[config.mk]
export PLATFORM = sky130hd
export DESIGN_NAME = mult_div_unit_flat
export DESIGN_NICKNAME = d
export VERILOG_FILES = /design/src/rtl/mult_div_unit_if.sv /design/src/rtl/mult_div_unit.sv /design/src/flat_wrapper.sv
export SDC_FILE = /design/constraint.sdc
export NUM_CORES = 1
export LEC_CHECK = 0
export BUFFER_PORTS_ARGS = -buffer_cell sky130_fd_sc_hd__buf_2
export CAP_MARGIN = 10
export CELL_PAD_IN_SITES_DETAIL_PLACEMENT = 0
export CELL_PAD_IN_SITES_GLOBAL_PLACEMENT = 1
export CORE_UTILIZATION = 47
export CTS_BUF_LIST = sky130_fd_sc_hd__clkbuf_8
export CTS_CLUSTER_SIZE = 12
export DETAILED_ROUTE_END_ITERATION = 12
export HOLD_SLACK_MARGIN = 0.1
export PLACE_DENSITY = 0.93
export SLEW_MARGIN = 20
export SYNTH_ARGS = -nofsm -noshare
export SYNTH_HDL_FRONTEND = slang
export SYNTH_SLANG_ARGS = --single-unit
[constraint.sdc]
create_clock -name clk -period 4.5 [get_ports clk]
set_clock_uncertainty 0.15 [all_clocks]
set_input_delay 0.675 -clock clk [delete_from_list [all_inputs] [get_ports clk]]
set_output_delay 0.675 -clock clk [all_outputs]
set_load 0.02 [all_outputs]
[src/rtl/mult_div_unit_if.sv]
// Operand/result bundle between the register-file read ports and the multiply/divide unit.
// The master drives the request side; the slave (the unit) drives status and HI/LO.
interface mult_div_unit_if #(
    parameter int unsigned WIDTH = 32
);
    logic             start;
    logic [1:0]       op;
    logic [WIDTH-1:0] a;
    logic [WIDTH-1:0] b;
    logic             mthi;
    logic             mtlo;
    logic             busy;
    logic             done;
    logic [WIDTH-1:0] hi;
    logic [WIDTH-1:0] lo;

    modport master (
        output start, op, a, b, mthi, mtlo,
        input  busy, done, hi, lo
    );

    modport slave (
        input  start, op, a, b, mthi, mtlo,
        output busy, done, hi, lo
    );
endinterface

[src/rtl/mult_div_unit.sv]
// Iterative 32-cycle multiply/divide unit holding results in architectural HI/LO registers.
// Operates on magnitudes and applies sign correction in a single trailing cycle.
module mult_div_unit #(
    parameter int unsigned WIDTH = 32
) (
    input logic           clk,
    input logic           Reset,
    mult_div_unit_if.slave bus
);
    localparam logic [1:0] IDLE = 2'd0;
    localparam logic [1:0] CALC = 2'd1;
    localparam logic [1:0] FIX  = 2'd2;

    logic [1:0]         state_q, state_d;
    logic [4:0]         cnt_q, cnt_d;
    logic [1:0]         op_q, op_d;
    logic               sa_q, sa_d;
    logic               sb_q, sb_d;
    logic [WIDTH-1:0]   opa_q, opa_d;
    logic [WIDTH-1:0]   opb_q, opb_d;
    logic [2*WIDTH-1:0] work_q, work_d;
    logic [WIDTH-1:0]   hi_q, hi_d;
    logic [WIDTH-1:0]   lo_q, lo_d;
    logic               done_q, done_d;

    logic               a_neg, b_neg;
    logic [WIDTH-1:0]   a_mag, b_mag;
    logic [WIDTH:0]     mul_sum;
    logic [WIDTH:0]     div_shift, div_trial;
    logic [2*WIDTH-1:0] prod_fix;
    logic [WIDTH-1:0]   quo_fix, rem_fix;

    // Only MULT/DIV (op[0] = 0) work on magnitudes; unsigned ops keep raw operands.
    assign a_neg = ~bus.op[0] & bus.a[WIDTH-1];
    assign b_neg = ~bus.op[0] & bus.b[WIDTH-1];
    assign a_mag = a_neg ? -bus.a : bus.a;
    assign b_mag = b_neg ? -bus.b : bus.b;

    // Multiply: upper half accumulates the multiplicand, multiplier retires from the bottom.
    assign mul_sum = {1'b0, work_q[2*WIDTH-1:WIDTH]} + (work_q[0] ? {1'b0, opa_q} : '0);

    // Divide: upper half is the partial remainder, lower half shifts dividend out / quotient in.
    assign div_shift = {work_q[2*WIDTH-1:WIDTH], work_q[WIDTH-1]};
    assign div_trial = div_shift - {1'b0, opb_q};

    assign prod_fix = (sa_q ^ sb_q) ? -work_q : work_q;
    assign quo_fix  = (opb_q == '0) ? '1 :
                      ((sa_q ^ sb_q) ? -work_q[WIDTH-1:0] : work_q[WIDTH-1:0]);
    assign rem_fix  = sa_q ? -work_q[2*WIDTH-1:WIDTH] : work_q[2*WIDTH-1:WIDTH];

    always_comb begin
        state_d = state_q;
        cnt_d   = cnt_q;
        op_d    = op_q;
        sa_d    = sa_q;
        sb_d    = sb_q;
        opa_d   = opa_q;
        opb_d   = opb_q;
        work_d  = work_q;
        hi_d    = hi_q;
        lo_d    = lo_q;
        done_d  = 1'b0;

        case (state_q)
            IDLE: begin
                if (bus.start) begin
                    state_d = CALC;
                    cnt_d   = 5'd31;
                    op_d    = bus.op;
                    sa_d    = a_neg;
                    sb_d    = b_neg;
                    opa_d   = a_mag;
                    opb_d   = b_mag;
                    work_d  = {{WIDTH{1'b0}}, (bus.op[1] ? a_mag : b_mag)};
                end else begin
                    if (bus.mthi) hi_d = bus.a;
                    if (bus.mtlo) lo_d = bus.a;
                end
            end
            CALC: begin
                if (cnt_q == 5'd0) begin
                    state_d = FIX;
                end else begin
                    cnt_d = cnt_q - 5'd1;
                end
                if (op_q[1]) begin
                    work_d = div_trial[WIDTH] ?
                             {div_shift[WIDTH-1:0], work_q[WIDTH-2:0], 1'b0} :
                             {div_trial[WIDTH-1:0], work_q[WIDTH-2:0], 1'b1};
                end else begin
                    work_d = {mul_sum, work_q[WIDTH-1:1]};
                end
            end
            FIX: begin
                state_d = IDLE;
                done_d  = 1'b1;
                if (op_q[1]) begin
                    hi_d = rem_fix;
                    lo_d = quo_fix;
                end else begin
                    hi_d = prod_fix[2*WIDTH-1:WIDTH];
                    lo_d = prod_fix[WIDTH-1:0];
                end
            end
            default: state_d = IDLE;
        endcase
    end

    always_ff @(posedge clk or negedge Reset) begin
        if (!Reset) begin
            state_q <= IDLE;
            cnt_q   <= '0;
            op_q    <= '0;
            sa_q    <= 1'b0;
            sb_q    <= 1'b0;
            opa_q   <= '0;
            opb_q   <= '0;
            work_q  <= '0;
            hi_q    <= '0;
            lo_q    <= '0;
            done_q  <= 1'b0;
        end else begin
            state_q <= state_d;
            cnt_q   <= cnt_d;
            op_q    <= op_d;
            sa_q    <= sa_d;
            sb_q    <= sb_d;
            opa_q   <= opa_d;
            opb_q   <= opb_d;
            work_q  <= work_d;
            hi_q    <= hi_d;
            lo_q    <= lo_d;
            done_q  <= done_d;
        end
    end

    assign bus.busy = (state_q != IDLE);
    assign bus.done = done_q;
    assign bus.hi   = hi_q;
    assign bus.lo   = lo_q;
endmodule
[src/flat_wrapper.sv]
// flat-port wrapper written by rule: the top's interface ports become plain ports
module mult_div_unit_flat 
#(
    parameter int unsigned WIDTH = 32
)
  (clk, Reset, bus_start, bus_op, bus_a, bus_b, bus_mthi, bus_mtlo, bus_busy, bus_done, bus_hi, bus_lo);
  mult_div_unit_if #(.WIDTH(WIDTH)) bus_i ();
  input logic clk;
  input logic Reset;
  input wire logic [$bits(bus_i.start)-1:0] bus_start;
  input wire logic [$bits(bus_i.op)-1:0] bus_op;
  input wire logic [$bits(bus_i.a)-1:0] bus_a;
  input wire logic [$bits(bus_i.b)-1:0] bus_b;
  input wire logic [$bits(bus_i.mthi)-1:0] bus_mthi;
  input wire logic [$bits(bus_i.mtlo)-1:0] bus_mtlo;
  output wire logic [$bits(bus_i.busy)-1:0] bus_busy;
  output wire logic [$bits(bus_i.done)-1:0] bus_done;
  output wire logic [$bits(bus_i.hi)-1:0] bus_hi;
  output wire logic [$bits(bus_i.lo)-1:0] bus_lo;
  assign bus_i.start = bus_start;
  assign bus_i.op = bus_op;
  assign bus_i.a = bus_a;
  assign bus_i.b = bus_b;
  assign bus_i.mthi = bus_mthi;
  assign bus_i.mtlo = bus_mtlo;
  assign bus_busy = bus_i.busy;
  assign bus_done = bus_i.done;
  assign bus_hi = bus_i.hi;
  assign bus_lo = bus_i.lo;
  mult_div_unit #(.WIDTH(WIDTH)) u_core (.clk(clk), .Reset(Reset), .bus(bus_i));
endmodule
# Word-level counts from Yosys, hierarchy flattened
# Cells that the tools add are included.
# word_totals
reg_bits	204
latchBits	0
ram_bits	0
rom_bits	0
word_cells	70
mem_count	0
# classes
add_sub_neg	8
mul	0
div	0
order_cmp	0
eq_ne	8
shift	0
muxes	27
n_bitwise	4
reduce_logical	12
# op_table
cell	n
two-way mux 32 bit	13
two-way mux 64 bit	4
negation 32 bit	4
one-hot mux 32 bit (2 select lines)	2
one-hot mux 64 bit (2 select lines)	1
negation 64 bit	1
adder 32 x 33 -> 33 bit	1
subtractor 33 x 32 -> 33 bit	1
logical NOT 32 bit	1
two-way mux 5 bit	2
!= test 2 bit (second input constant)	5
one-hot mux 5 bit (2 select lines)	1
AND reduction 3 bit	3
AND reduction 2 bit	3
nonzero test 2 bit	3
logical NOT 5 bit	1
subtractor 5 x 1 -> 5 bit (second input constant)	1
two-way mux 2 bit	2
one-hot mux 2 bit (2 select lines)	1
AND 1 bit	2
== test 2 x 1 -> 1 bit (second input constant)	1
== test 2 bit (second input constant)	1
logical NOT 2 bit	1
!= test 2 x 1 -> 1 bit (second input constant)	1
3 further kinds	3

# Longest topological paths before layout
# Gate-level depths: netlist of the first run.
# depth
word_depth	6
ltp_mapped	15
depth_no_buf	13

# Least setup slack after synthesis of the first run
# No wires, ideal clock.
# synth_timing
kind	register to register
start	register u_core.work_q[31]
end	register u_core.work_q[57]
setup_ns	0.124
arrival_ns	3.014
required_ns	4.226
path_slack_ns	1.212
stages_incl_launch_ff	13
n_path_buf	1
synth_period_minus_slack_ns	3.288
cell_sequence	dfrtp_1 > inv_1 > ha_1 > fa_1 > nand2b_1 > a21o_1 > a211oi_2 > o21bai_4 > a211o_1 > a211oi_4 > buf_4 > nor2_1 > a211o_1
# synth_via
elab_chain_len	4
# synth_rtl
element	line_no	rtl
start, declared	mult_div_unit.sv:21	logic [2*WIDTH-1:0] work_q, work_d;
start signal, assigned	mult_div_unit.sv:130	work_q <= work_d;
subtractor 33 x 32 -> 33 bit	mult_div_unit.sv:44	assign div_trial = div_shift - {1'b0, opb_q};
two-way mux 64 bit	mult_div_unit.sv:87	work_d = div_trial[WIDTH] ?
two-way mux 64 bit	mult_div_unit.sv:86	if (op_q[1]) begin
one-hot mux 64 bit (2 select lines)	mult_div_unit.sv:64	case (state_q)
# Every way passes these cells.
# A chain may end at the register's enable or synchronous reset.

# Worst setup path after layout of the first run
# Same ends and word-level chain as after synthesis.

==> results.md, run 1 <==
- The run finished with clean final reports.
- The initial core utilization is 0.481.
- The final hold slack is 0.0622 ns.
- The count of maximum capacitance violations is 0.
- The vertical die dimension is 188 um.
- The site row count is 67.
- The hold violation count in the final report is 0.
- The tree is rooted in a sky130_fd_sc_hd__clkbuf_8.
- The final cycle utilization of the critical path is 0.897.
- Leaving out fill and tap cells, the most frequent cell in the layout is sky130_fd_sc_hd__nand2_1.
- The number of setup buffers added after CTS is 0.
- The number of H-tree levels is 2.
- For this design the static power due to leakage is 8.26 nW.
- The horizontal die dimension is 188 um.
- The worst setup path is launched from a flop.
- The transition time at the pin with the least slew margin is 0.992 ns.
- The finished layout holds 2528 standard cells, fillers aside.
- The maximum vdd drop is 0.000511 V.
- In this run, synthesis inferred 0 flip-flops with an integrated enable.
- The core region is 33800 um2.
- The initial antenna violation count was 0.
- The share of layout cells above drive strength 1 is 0.132.
- The cell count after placement is 2464.
- The largest stage delay on the critical path is 0.58 ns.
- Yosys printed 0 warnings.
- The number of pins with negative max-slew slack in the final report was 0.
- The number of gates resized after CTS was 0.
- After synthesis the netlist holds a flip-flop and latch count of 203.
- The worst hold path class is in2async.
- The cell occurring most often along the worst timing path is sky130_fd_sc_hd__a211o_1.
- The number of global-route vias before repair was 14800.
- The number of top-level design ports is 137.
- Setup violations remaining at the end of the flow were counted as 0.
- The routed via count divided by cell count is 6.17.
- The clock period minus final worst setup slack is 4.04 ns.
- At the end of routability-driven placement, the weighted congestion stood at 0.956.
- Each instance of the synthesized netlist takes up on average 8.23 um2.
- On the critical path the largest part of the delay comes from compound AO/OA/AOI/OAI gates.
- After detailed routing, the average wire length per cell comes to 23.1 um.
- The library cells used most frequently in the layout, excluding fill and tap cells, are sky130_fd_sc_hd__nand2_1 (248), sky130_fd_sc_hd__dfrtp_1 (202), sky130_fd_sc_hd__o21ai_0 (182).
- For this block, the routed nets add up to 58300 um of wire.
- The maximum fanout along the worst path is 13.
- The arrival time at the worst endpoint is 4.32 ns.
- The share of synthesized registers carrying an async set or reset is 1.00.
- Static timing analysis puts the maximum clock frequency at 248 MHz.
- Detailed routing inserted a total of 15600 vias.
- The pre-antenna-repair detailed-routing pass consisted of 6 iterations.
- The largest individual stage delay along the critical path comes from the cell sky130_fd_sc_hd__a211o_1.
- The worst setup path is of the reg2reg kind.
- The full die area is 35300 um2.
- The first global-routing pass estimated 88000 um of wire.
- Setup repair after global routing left no endpoint under its margin.
- For this block, the initial DRC count from the detailed router was 1525.
- After clock tree synthesis, the clock-pin slew on the worst setup and hold paths is 0.06 ns.
- For this run the aggregate overflow at the end of global routing stands at 0.
- The element type at the critical path end is a flop.
- The total cell area at the placement stage is 17300 um2.
- The number of nets in the synthesized netlist is 2115.
- Across every metal layer, demand over resource in global routing totals 0.326.
- The clock latency on the worst-skew pair is 0.58 ns.
- The share of the Yosys chip area taken by registers is 0.313.
- The clock net sink count is 203.
- The number of buffers added by the clock tree synthesis step is 37.
- At the end of the flow, the number of nets in the layout was 2198.
- For this run, the leading register cell type out of synthesis is sky130_fd_sc_hd__dfrtp_1.
- The relative area change from synthesis to final layout is 11.5%.
- Buffers placed on the I/O ports in this run total 136.
- The longest clock path from root to sink contains 3 buffers.
- Headroom to the max-slew limit came out at 0.339.
- The number of instances in the synthesized netlist is 1972.
- After filler insertion, the fill cell instance count of the layout stands at 3229.
- Traced cell by cell, the critical path runs through inv_1, ha_1, fa_1, nand2b_1, a21o_1, a211oi_2, o21bai_4, a2111oi_4, a211o_1, nor2_1, a22o_1, a211o_1.
- Entering global routing, the biggest net connects 134 pins.
- The number of hold buffers added after cts is 0.
- The HPWL after detailed placement is 44800 um.
- The number of buffers and inverters on the critical path is 1.
- Yosys mapped the design onto 82 distinct sky130hd cell types.
- The finished cells cover 18100 um2.
- At the worst endpoint, the required time is 4.79 ns.
- The power density of the placed cells is 876 nW/um2.
- After detailed routing, the number of remaining DRC violations is 0.
- The netlist area before placement is 16200 um2.
- The repair_antennas step left the layout with diodes totalling 0.
- TritonCTS built the clock tree.
- The count of nets left with antenna violations once routing finished came out at 0.
- In the final timing run, aggregate negative setup slack is 0 ns.
[cells by family after synthesis]
| family | count (synthesis) | share of synthesized area |
|---|---|---|
| and+or+nand+nor | 623 | 0.186 |
| AOI/OAI and AO/OA | 589 | 0.236 |
| buffers and inverters | 207 | 0.0510 |
| DFF | 203 | 0.313 |
| xor gates and xnor gates | 178 | 0.0960 |
| muxes | 100 | 0.0617 |
| adders and majority gates | 72 | 0.0564 |
[through the flow]
step | util | setup WS [ns] | power, mW
after detailed placement | 0.512 | 0.534 | 13.7
after CTS | 0.535 | 0.505 | 15.6
after global placement | 0.512 | 0.591 | 13.6
after floorplan | - | 1.21 | 10.8
final | 0.536 | 0.464 | 15.9
after global routing | 0.536 | 0.322 | 16.9
[final cells by class]
| class | instances | area, um2 | share of cell area |
|---|---|---|---|
| Multi-Input combinational cell | 1562 | 10400 | 0.574 |
| Sequential cell | 203 | 5080 | 0.281 |
| Timing Repair Buffer | 177 | 1020 | 0.0565 |
| Clock buffer | 48 | 661 | 0.0365 |
| Tap cell | 448 | 561 | 0.0310 |
| Inverter | 74 | 278 | 0.0153 |
| Clock inverter | 16 | 113 | 0.00622 |
[Yosys cell counts, drive strengths merged (3+ instances only)]
master | instances | area [um2]
o221ai | 27 | 236
nor2b | 20 | 125
a41o | 3 | 30.0
nor2 | 137 | 514
and3 | 18 | 113
nand2b | 16 | 100
nor3 | 39 | 205
o31ai | 22 | 175
xnor2 | 96 | 841
nand4 | 9 | 71.3
o21ai | 190 | 951
o21a | 5 | 37.5
or3 | 18 | 123
o21bai | 12 | 101
o31a | 4 | 35.0
dfrtp | 203 | 5080
a41oi | 3 | 26.3
o211ai | 9 | 67.6
a31oi | 25 | 169
buf | 27 | 153
a22oi | 41 | 308
o41ai | 21 | 221
a22o | 7 | 61.3
a21oi | 131 | 656
inv | 74 | 278
mux2i | 99 | 991
clkbuf | 106 | 398
xor2 | 82 | 718
a221oi | 6 | 52.6
a211o | 5 | 43.8
nor4 | 23 | 216
nand4b | 3 | 26.3
or4 | 8 | 60.1
and4 | 4 | 36.3
nand3 | 31 | 160
nand2 | 249 | 935
a21o | 38 | 285
a211oi | 17 | 145
ha | 70 | 876
or2 | 4 | 25.0
and2 | 37 | 231
[power by group]
group / internal (mW) / switching, mW / leakage [nW]
logic: 3.91 / 6.33 / 5.31
clock network: 1.02 / 0.834 / 0.439
registers: 2.71 / 1.05 / 2.51
[state kept, by name (all words and copies together), names as in the netlist]
name             count
u_core.opa_q        32
u_core.sa_q          1
u_core.cnt_q         5
u_core.bus.done      1
u_core.opb_q        32
u_core.bus.hi       32
u_core.sb_q          1
u_core.op_q          1
u_core.bus.lo       32
u_core.state_q       2
u_core.work_q       64
[worst register-to-register path, stage by stage (launching register included)]
cell and delay [ns]:
sky130_fd_sc_hd__dfrtp_1 0.45, sky130_fd_sc_hd__inv_1 0.07, sky130_fd_sc_hd__ha_1 0.22, sky130_fd_sc_hd__fa_1 0.40, sky130_fd_sc_hd__nand2b_1 0.19, sky130_fd_sc_hd__a21o_1 0.21
sky130_fd_sc_hd__a211oi_2 0.42, sky130_fd_sc_hd__o21bai_4 0.13, sky130_fd_sc_hd__a2111oi_4 0.44, sky130_fd_sc_hd__a211o_1 0.58, sky130_fd_sc_hd__nor2_1 0.16, sky130_fd_sc_hd__a22o_1 0.22
sky130_fd_sc_hd__a211o_1 0.27
[path summary, 6_finish.rpt]
check                                   from                end  slack, ns  depth (start not counted)
min in group clk                   bus_a[31]   u_core.opa_q[31]       0.31                          3
max reg2reg                u_core.work_q[31]  u_core.work_q[57]       0.46                         12
max                        u_core.work_q[31]  u_core.work_q[57]       0.46                         12
min reg2reg                  u_core.opa_q[3]    u_core.opa_q[3]       0.33                          2
min                                    Reset   u_core.bus.lo[6]       0.06                          1
max in group asynchronous              Reset  u_core.bus.hi[28]       3.14                          2
[layer usage]
metal,wire [um],GRT usage,vias to the layer above
li1,-,-,7246
met1,24300,0.426,7555
met2,27400,0.535,664
met3,4440,0.0599,132
met4,2150,0.122,0
met5,0,0,-
Note: power is estimated with default switching activity, not from simulation.
==> inputs of run 2 (changes only) <==
--- a/config.mk
+++ b/config.mk
@@ -15,6 +15,7 @@
 export DETAILED_ROUTE_END_ITERATION = 12
 export HOLD_SLACK_MARGIN = 0.1
 export PLACE_DENSITY = 0.93
+export RECOVER_POWER = 25
 export SLEW_MARGIN = 20
 export SYNTH_ARGS = -nofsm -noshare
 export SYNTH_HDL_FRONTEND = slang
==> run 2 against run 1 <==
The flow now finishes with violations (capacitance limit, slew limit). Combinational power about the same. Final cell count is the same. Non-clock buffer count stayed put. Via count decreased by 0.21%. Critical path depth unchanged. Clock-buffer cell count unchanged. Sequential share of layout area about the same. Register-to-register slack about the same. Sequential power hardly changed. Worst setup slack gained 0.0041 ns. Utilization about the same. Routed wire length barely moved. Critical endpoint unchanged. Largest power group unchanged.
==> results.md, run 2 (same netlist as run 1, synthesis figures left out) <==
- The residual DRC count was 0 (unchanged).
- The maximum fanout along the worst path is 13 (unchanged).
- The first-pass GRT wire length came to 88000 um (unchanged).
- The leakage power total is 8.26 nW (about the same).
- The count of input and output buffers is 136 (unchanged).
- The count of antenna-violating nets left after detailed routing was 0 (unchanged).
- The number of resized instances in the post-cts repair step is 0 (unchanged).
- Leaving out fill and tap cells, the most frequent cells in the layout are sky130_fd_sc_hd__nand2_1 (248), sky130_fd_sc_hd__dfrtp_1 (202), sky130_fd_sc_hd__o21ai_0 (182).
- The number of setup buffers added after CTS is 0 (unchanged).
- The clock latency on the worst-skew pair is 0.57 ns (about the same).
- The relative area change from synthesis to final layout was 11.4% (about the same).
- The number of hold buffers added after cts is 0 (unchanged).
- The non-filler instance count after layout is 2528 (unchanged).
- Setup repair after global routing left no endpoint under its margin.
- The number of global-route vias before repair was 14800 (unchanged).
- The overall via count from detail_route is 15600 (-0.21%).
- The count of maximum capacitance violations was 1 (+1).
- The top achievable clock speed was 248 MHz (+0.10%).
- The flip-flop count of the largest register, all copies and words added is 64 (unchanged).
- The total of endpoints with negative setup slack in the final report is 0 (unchanged).
- The maximum vdd drop came to 0.000511 V (about the same).
- The run finished, with violations left.
- The maximum clock path buffer count is 3 (unchanged).
- Counting flops per register, the top entry is u_core.work_q.
- The clock net sink count is 203 (unchanged).
- The weighted congestion reported at the end of routability-driven placement was 0.956 (unchanged).
- The layout net count was 2198 (unchanged).
- The pin count of the biggest net entering global routing came to 134 (unchanged).
- The number of filler instances in the final layout is 3232 (+0.093%).
- The initial antenna violation count is 0 (unchanged).
- The final reports fail on capacitance limit, slew limit.
- The DRC violation total after the first TritonRoute iteration came to 1525 (unchanged).
- The number of top-level design ports is 137 (unchanged).
- In this run the clock root is driven by a sky130_fd_sc_hd__clkbuf_8.
- The half-perimeter wire length after detailed placement is 44800 um (unchanged).
- The wire length per cell after detailed routing is 23.1 um (about the same).
- The number of pins with negative max-slew slack in the final report is 102 (+102).
- The power density of the placed cells was 876 nW/um2 (about the same).
- The worst setup path is captured at a flop.
- The initial core utilization is 0.481 (unchanged).
- The number of antenna cells inserted came to 0 (unchanged).
- The vertical die dimension is 188 um (unchanged).
- The relative max-transition margin is -0.790 (-1.13).
- The cell count after placement was 2464 (unchanged).
- The leading cell type in the layout, fill and taps excluded is sky130_fd_sc_hd__nand2_1.
- The hold violation count in the final report is 0 (unchanged).
- The arrival time at the worst endpoint was 4.32 ns (about the same).
- The setup TNS after final layout is 0 ns (unchanged).
- The number of H-tree levels is 2 (unchanged).
- The full die area is 35300 um2 (unchanged).
- The TritonCTS clock tree is done.
- The worst hold path class is in2reg.
- The transition time at the pin with the least slew margin is 2.68 ns (+1.69 ns).
- The number of buffers added by the clock tree synthesis step was 37 (unchanged).
- The data required time at the worst endpoint came to 4.79 ns (about the same).
- The core outline area is 33800 um2 (unchanged).
- The final cycle utilization of the critical path is 0.896 (-0.000922).
- The clock-pin transition on the worst setup and hold timing paths came to 0.06 ns (about the same).
- The final hold slack is 0.315 ns (+0.253 ns).
- STA classifies the critical path startpoint as a flop.
- The site row count is 67 (unchanged).
- The routed via count divided by cell count came to 6.16 (-0.21%).
- The horizontal die dimension is 188 um (unchanged).
- The startpoint-to-endpoint class of the critical path is reg2reg.
- The iteration count of the initial detailed-routing pass is 7 (+1).
- The remaining global-route overflow is 0 (unchanged).
- The wire length reported by the detailed router is 58300 um (about the same).
- The overall global routing resource usage is 0.326 (unchanged).
- The share of layout cells above drive strength 1 is 0.132 (unchanged).
- The clock period minus final worst setup slack is 4.03 ns (-0.00415 ns).
-- run 2: final cells by class --
cell class                      instances  area (um2)  area share
Multi-Input combinational cell       1562       10400       0.574
Sequential cell                       203        5080       0.281
Timing Repair Buffer                  177        1010      0.0560
Clock buffer                           48         661      0.0365
Tap cell                              448         561      0.0310
Inverter                               74         278      0.0154
Clock inverter                         16         113     0.00623
-- run 2: layer usage --
| layer | GRT usage | routed length (um) |
|---|---|---|
| met1 | 0.426 | 24200 |
| met3 | 0.0599 | 4460 |
| met5 | 0 | 0 |
| met4 | 0.122 | 2120 |
| met2 | 0.535 | 27500 |
-- run 2: per-stage QoR --
| step | setup slack, ns | cell area, um2 | util | total power [mW] |
|---|---|---|---|---|
| detailed placement | 0.534 | 17300 | 0.512 | 13.7 |
| CTS | 0.505 | 18100 | 0.535 | 15.6 |
| global placement | 0.591 | 17300 | 0.512 | 13.6 |
| global route | 0.322 | 18100 | 0.535 | 16.9 |
| floorplan | 1.21 | 16200 | - | 10.8 |
| finish | 0.468 | 18100 | 0.535 | 15.8 |
-- run 2: worst paths after layout --
path	end	from	slack, ns	cells after the start
setup / recovery	u_core.work_q[57]	u_core.work_q[31]	0.47	12
hold / removal	u_core.opa_q[31]	bus_a[31]	0.32	3
setup reg to reg	u_core.work_q[57]	u_core.work_q[31]	0.47	12
hold reg to reg	u_core.opa_q[3]	u_core.opa_q[3]	0.33	2
max in group asynchronous	u_core.op_q[1]	Reset	1.63	1
min in group asynchronous	u_core.bus.lo[6]	Reset	0.79	1
-- run 2: where the power goes --
part	total (mW)	switching [mW]	leakage (nW)	internal, mW
Combinational	10.2	6.33	5.31	3.91
Clock	1.85	0.832	0.439	1.02
Sequential	3.76	1.05	2.51	2.71
-- run 2: critical path, cell delays in order, from the launching register on --
cell,delay [ns]
sky130_fd_sc_hd__dfrtp_1,0.45
sky130_fd_sc_hd__inv_1,0.07
sky130_fd_sc_hd__ha_1,0.22
sky130_fd_sc_hd__fa_1,0.40
sky130_fd_sc_hd__nand2b_1,0.18
sky130_fd_sc_hd__a21o_1,0.21
sky130_fd_sc_hd__a211oi_2,0.42
sky130_fd_sc_hd__o21bai_4,0.13
sky130_fd_sc_hd__a2111oi_4,0.44
sky130_fd_sc_hd__a211o_1,0.58
sky130_fd_sc_hd__nor2_1,0.15
sky130_fd_sc_hd__a22o_1,0.22
sky130_fd_sc_hd__a211o_1,0.27
==> inputs of run 3 (changes only) <==
--- a/config.mk
+++ b/config.mk
@@ -14,7 +14,7 @@
 export CTS_CLUSTER_SIZE = 12
 export DETAILED_ROUTE_END_ITERATION = 12
 export HOLD_SLACK_MARGIN = 0.1
-export PLACE_DENSITY = 0.93
+export PLACE_DENSITY_LB_ADDON = 0.15
 export RECOVER_POWER = 25
 export SLEW_MARGIN = 20
 export SYNTH_ARGS = -nofsm -noshare
==> run 3 against run 2 <==
Via count shrank 1.9%. Highest routed layer unchanged. Routed wire length grew 1.0%. The flow still finishes with violations (capacitance limit, slew limit). Worst setup slack gained 0.073 ns. Clock-buffer cell count grew 2. Utilization grew 0.11 points. Critical endpoint is now u_core.work_q[58]. Final cell count grew 0.24%. Clock power grew 2%. Largest power group unchanged.
==> results.md, run 3 (same netlist as run 1, synthesis figures left out) <==
- The flow ran to the end, but the final reports show violations.
- The checks that failed: capacitance limit, slew limit.
- The worst register-to-register path begins at u_core.work_q[31].
- The total of endpoints with negative setup slack in the final report is 0 (unchanged).
- The clock period minus final worst setup slack is 3.96 ns (-0.0731 ns).
- The clock latency on the worst-skew pair is 0.55 ns (-0.02 ns).
- The initial antenna violation count is 0 (unchanged).
- The first-pass GRT wire length is 88700 um (+0.82%).
- The hold violation count in the final report is 0 (unchanged).
- The full die area is 35300 um2 (unchanged).
- The startpoint-to-endpoint class of the critical path is reg2reg.
- STA classifies the critical path endpoint as a flop.
- The share of layout cells above drive strength 1 is 0.134 (+0.00250).
- The layout net count is 2205 (+0.32%).
- The vertical die dimension is 188 um (unchanged).
- The number of buffers added by the clock tree synthesis step is 39 (+5.4%).
- The core outline area came to 33800 um2 (unchanged).
- The final cycle utilization of the critical path is 0.880 (-0.0162).
- The startpoint identified for the worst hold timing path is bus_a[31].
- The total cell area at the placement stage is 17300 um2 (+0.22%).
- Leaving out fill and tap cells, the most frequent cells in the layout are sky130_fd_sc_hd__nand2_1 (248), sky130_fd_sc_hd__dfrtp_1 (202), sky130_fd_sc_hd__o21ai_0 (182).
- The leakage power total is 8.28 nW (+0.27%).
- The endpoint of the worst-slack reg-to-reg timing path is u_core.work_q[58].
- The clock-pin transition on the worst setup and hold timing paths is 0.06 ns (about the same).
- The number of antenna cells inserted came to 0 (unchanged).
- The arrival time at the worst endpoint was 4.18 ns (-0.14 ns).
- The clock net sink count is 203 (unchanged).
- The site row count came to 67 (unchanged).
- The number of top-level design ports is 137 (unchanged).
- The data required time at the worst endpoint is 4.72 ns (-0.07 ns).
- The top achievable clock speed is 253 MHz (+1.8%).
- The register bank with the most flops is u_core.work_q.
- The number of H-tree levels is 2 (unchanged).
- The non-filler instance count after layout is 2534 (+0.24%).
- The pin count of the biggest net entering global routing is 96 (-28%).
- The count of cells along the worst hold path came to 3 (unchanged).
- The number of hold buffers added after cts is 0 (unchanged).
- The flip-flop count of the largest register, all copies and words added is 64 (unchanged).
- The iteration count of the initial detailed-routing pass is 6 (-1).
- The worst setup slack for register-to-register paths is 0.54 ns (+0.07 ns).
- The buffers plus inverters on the worst setup path is 2 (+1).
- The number of pins with negative max-slew slack in the final report is 126 (+24%).
- The worst hold endpoint is u_core.opa_q[31].
- The transition time at the pin with the least slew margin is 2.66 ns (-0.0237 ns).
- The weighted congestion reported at the end of routability-driven placement is 0.933 (-2.4%).
- The min-delay analysis places its worst path in the category in2reg.
- The remaining global-route overflow is 0 (unchanged).
- The leading cell type in the layout, fill and taps excluded is sky130_fd_sc_hd__nand2_1.
- The maximum fanout along the worst path is 8 (-5).
- The relative max-transition margin came to -0.774 (+0.0158).
- The power density of the placed cells came to 879 nW/um2 (+0.30%).
- The TritonCTS clock tree is done.
- The routed via count divided by cell count came to 6.03 (-2.1%).
- The DRC violation total after the first TritonRoute iteration was 1257 (-18%).
- The kind of cell adding the most delay to the critical path is compound AO/OA/AOI/OAI gates.
- The design area is 18100 um2 (+0.20%).
- The residual DRC count is 0 (unchanged).
- The count of input and output buffers was 136 (unchanged).
- The setup TNS after final layout is 0 ns (unchanged).
- The count of maximum capacitance violations is 2 (+1).
- The overall global routing resource usage is 0.331 (+0.00523).
- The number of resized instances in the post-cts repair step is 0 (unchanged).
- The number of setup buffers added after CTS is 0 (unchanged).
- The overall via count from detail_route came to 15300 (-1.9%).
- The initial core utilization is 0.481 (unchanged).
- The setup slack of the critical path after layout is 0.541 ns (+0.0731 ns).
- The root buffer cell chosen for the clock tree is sky130_fd_sc_hd__clkbuf_8.
- The cell count after placement is 2469 (+0.20%).
- The number of global-route vias before repair was 14500 (-1.5%).
- The pre-CTS setup slack came to 0.566 ns (+0.0323 ns).
- The largest stage delay on the critical path is 0.45 ns (-0.13 ns).
- The maximum clock path buffer count is 3 (unchanged).
- The wire length reported by the detailed router came to 58900 um (+1.0%).
- The signal on the critical path passes through inv_1, ha_1, fa_1, nand2b_1, a21o_1, a211oi_2, o21bai_4, a2111oi_4, a211o_1, buf_4, mux2i_1, o221ai_1.
- The largest individual stage delay along the critical path comes from the cell sky130_fd_sc_hd__dfrtp_1.
- The relative area change from synthesis to final layout is 11.6%.
- The number of filler instances in the final layout came to 3291 (+1.8%).
- The worst reg-to-reg path cell count was 12 (unchanged).
- Setup repair after global routing left no endpoint under its margin.
- The horizontal die dimension was 188 um (unchanged).
- The maximum vdd drop was 0.000419 V (-18%).
- The wire length per cell after detailed routing was 23.2 um (+0.79%).
- The half-perimeter wire length after detailed placement is 46000 um (+2.8%).
- The utilization after layout came to 0.536 (+0.00107).
- The startpoint type of the worst setup path is a flop.
- The count of antenna-violating nets left after detailed routing came to 0 (unchanged).
-- run 3: cell count changes in the layout (fill, tap and decap cells not counted), sizes merged --
cell,delta
inv,-4
clkbuf,+4
clkinvlp,+1
clkinv,+2
buf,+3
-- run 3: final cells by class --
cell class / count / area (um2) / share of cell area
clock buffer: 50 / 688 / 0.0380
clock inverter: 15 / 108 / 0.00594
sequential: 203 / 5080 / 0.280
timing repair buffer: 182 / 1040 / 0.0576
tap: 448 / 561 / 0.0309
inverter: 74 / 278 / 0.0153
multi-input combinational: 1562 / 10400 / 0.572
-- run 3: worst max path at each step --
stage,startpoint,to,cells after the start
2_1_floorplan,u_core.work_q[31],u_core.work_q[57],12
3_3_place_gp,u_core.work_q[31],u_core.work_q[58],12
5_1_grt,Reset,u_core.work_q[59],2
4_1_cts,u_core.work_q[31],u_core.work_q[58],12
6_report,u_core.work_q[31],u_core.work_q[58],12
3_5_place_dp,u_core.work_q[31],u_core.work_q[58],12
-- run 3: worst min-delay path, delay by kind of cell --
kind          cells  cell delay [ns]
buf+inv           1             0.16
simple gates      2             0.14
-- run 3: power breakdown --
group / switching [mW] / internal, mW
sequential: 1.07 / 2.71
clock: 0.834 / 1.06
combinational: 6.31 / 3.94
-- run 3: stage by stage --
stage	power, mW	hold slack, ns
detailed placement	13.9	0.313
global route	17.1	0.326
global placement	13.8	0.304
floorplan	10.8	0.229
CTS	15.8	0.115
finish	15.9	0.318
-- run 3: metal layers --
metal	wire [um]	track usage	up-vias
met4	2190	0.122	0
met5	0	0	-
li1	-	-	7258
met3	3220	0.0449	108
met1	25700	0.446	7401
met2	27800	0.541	507
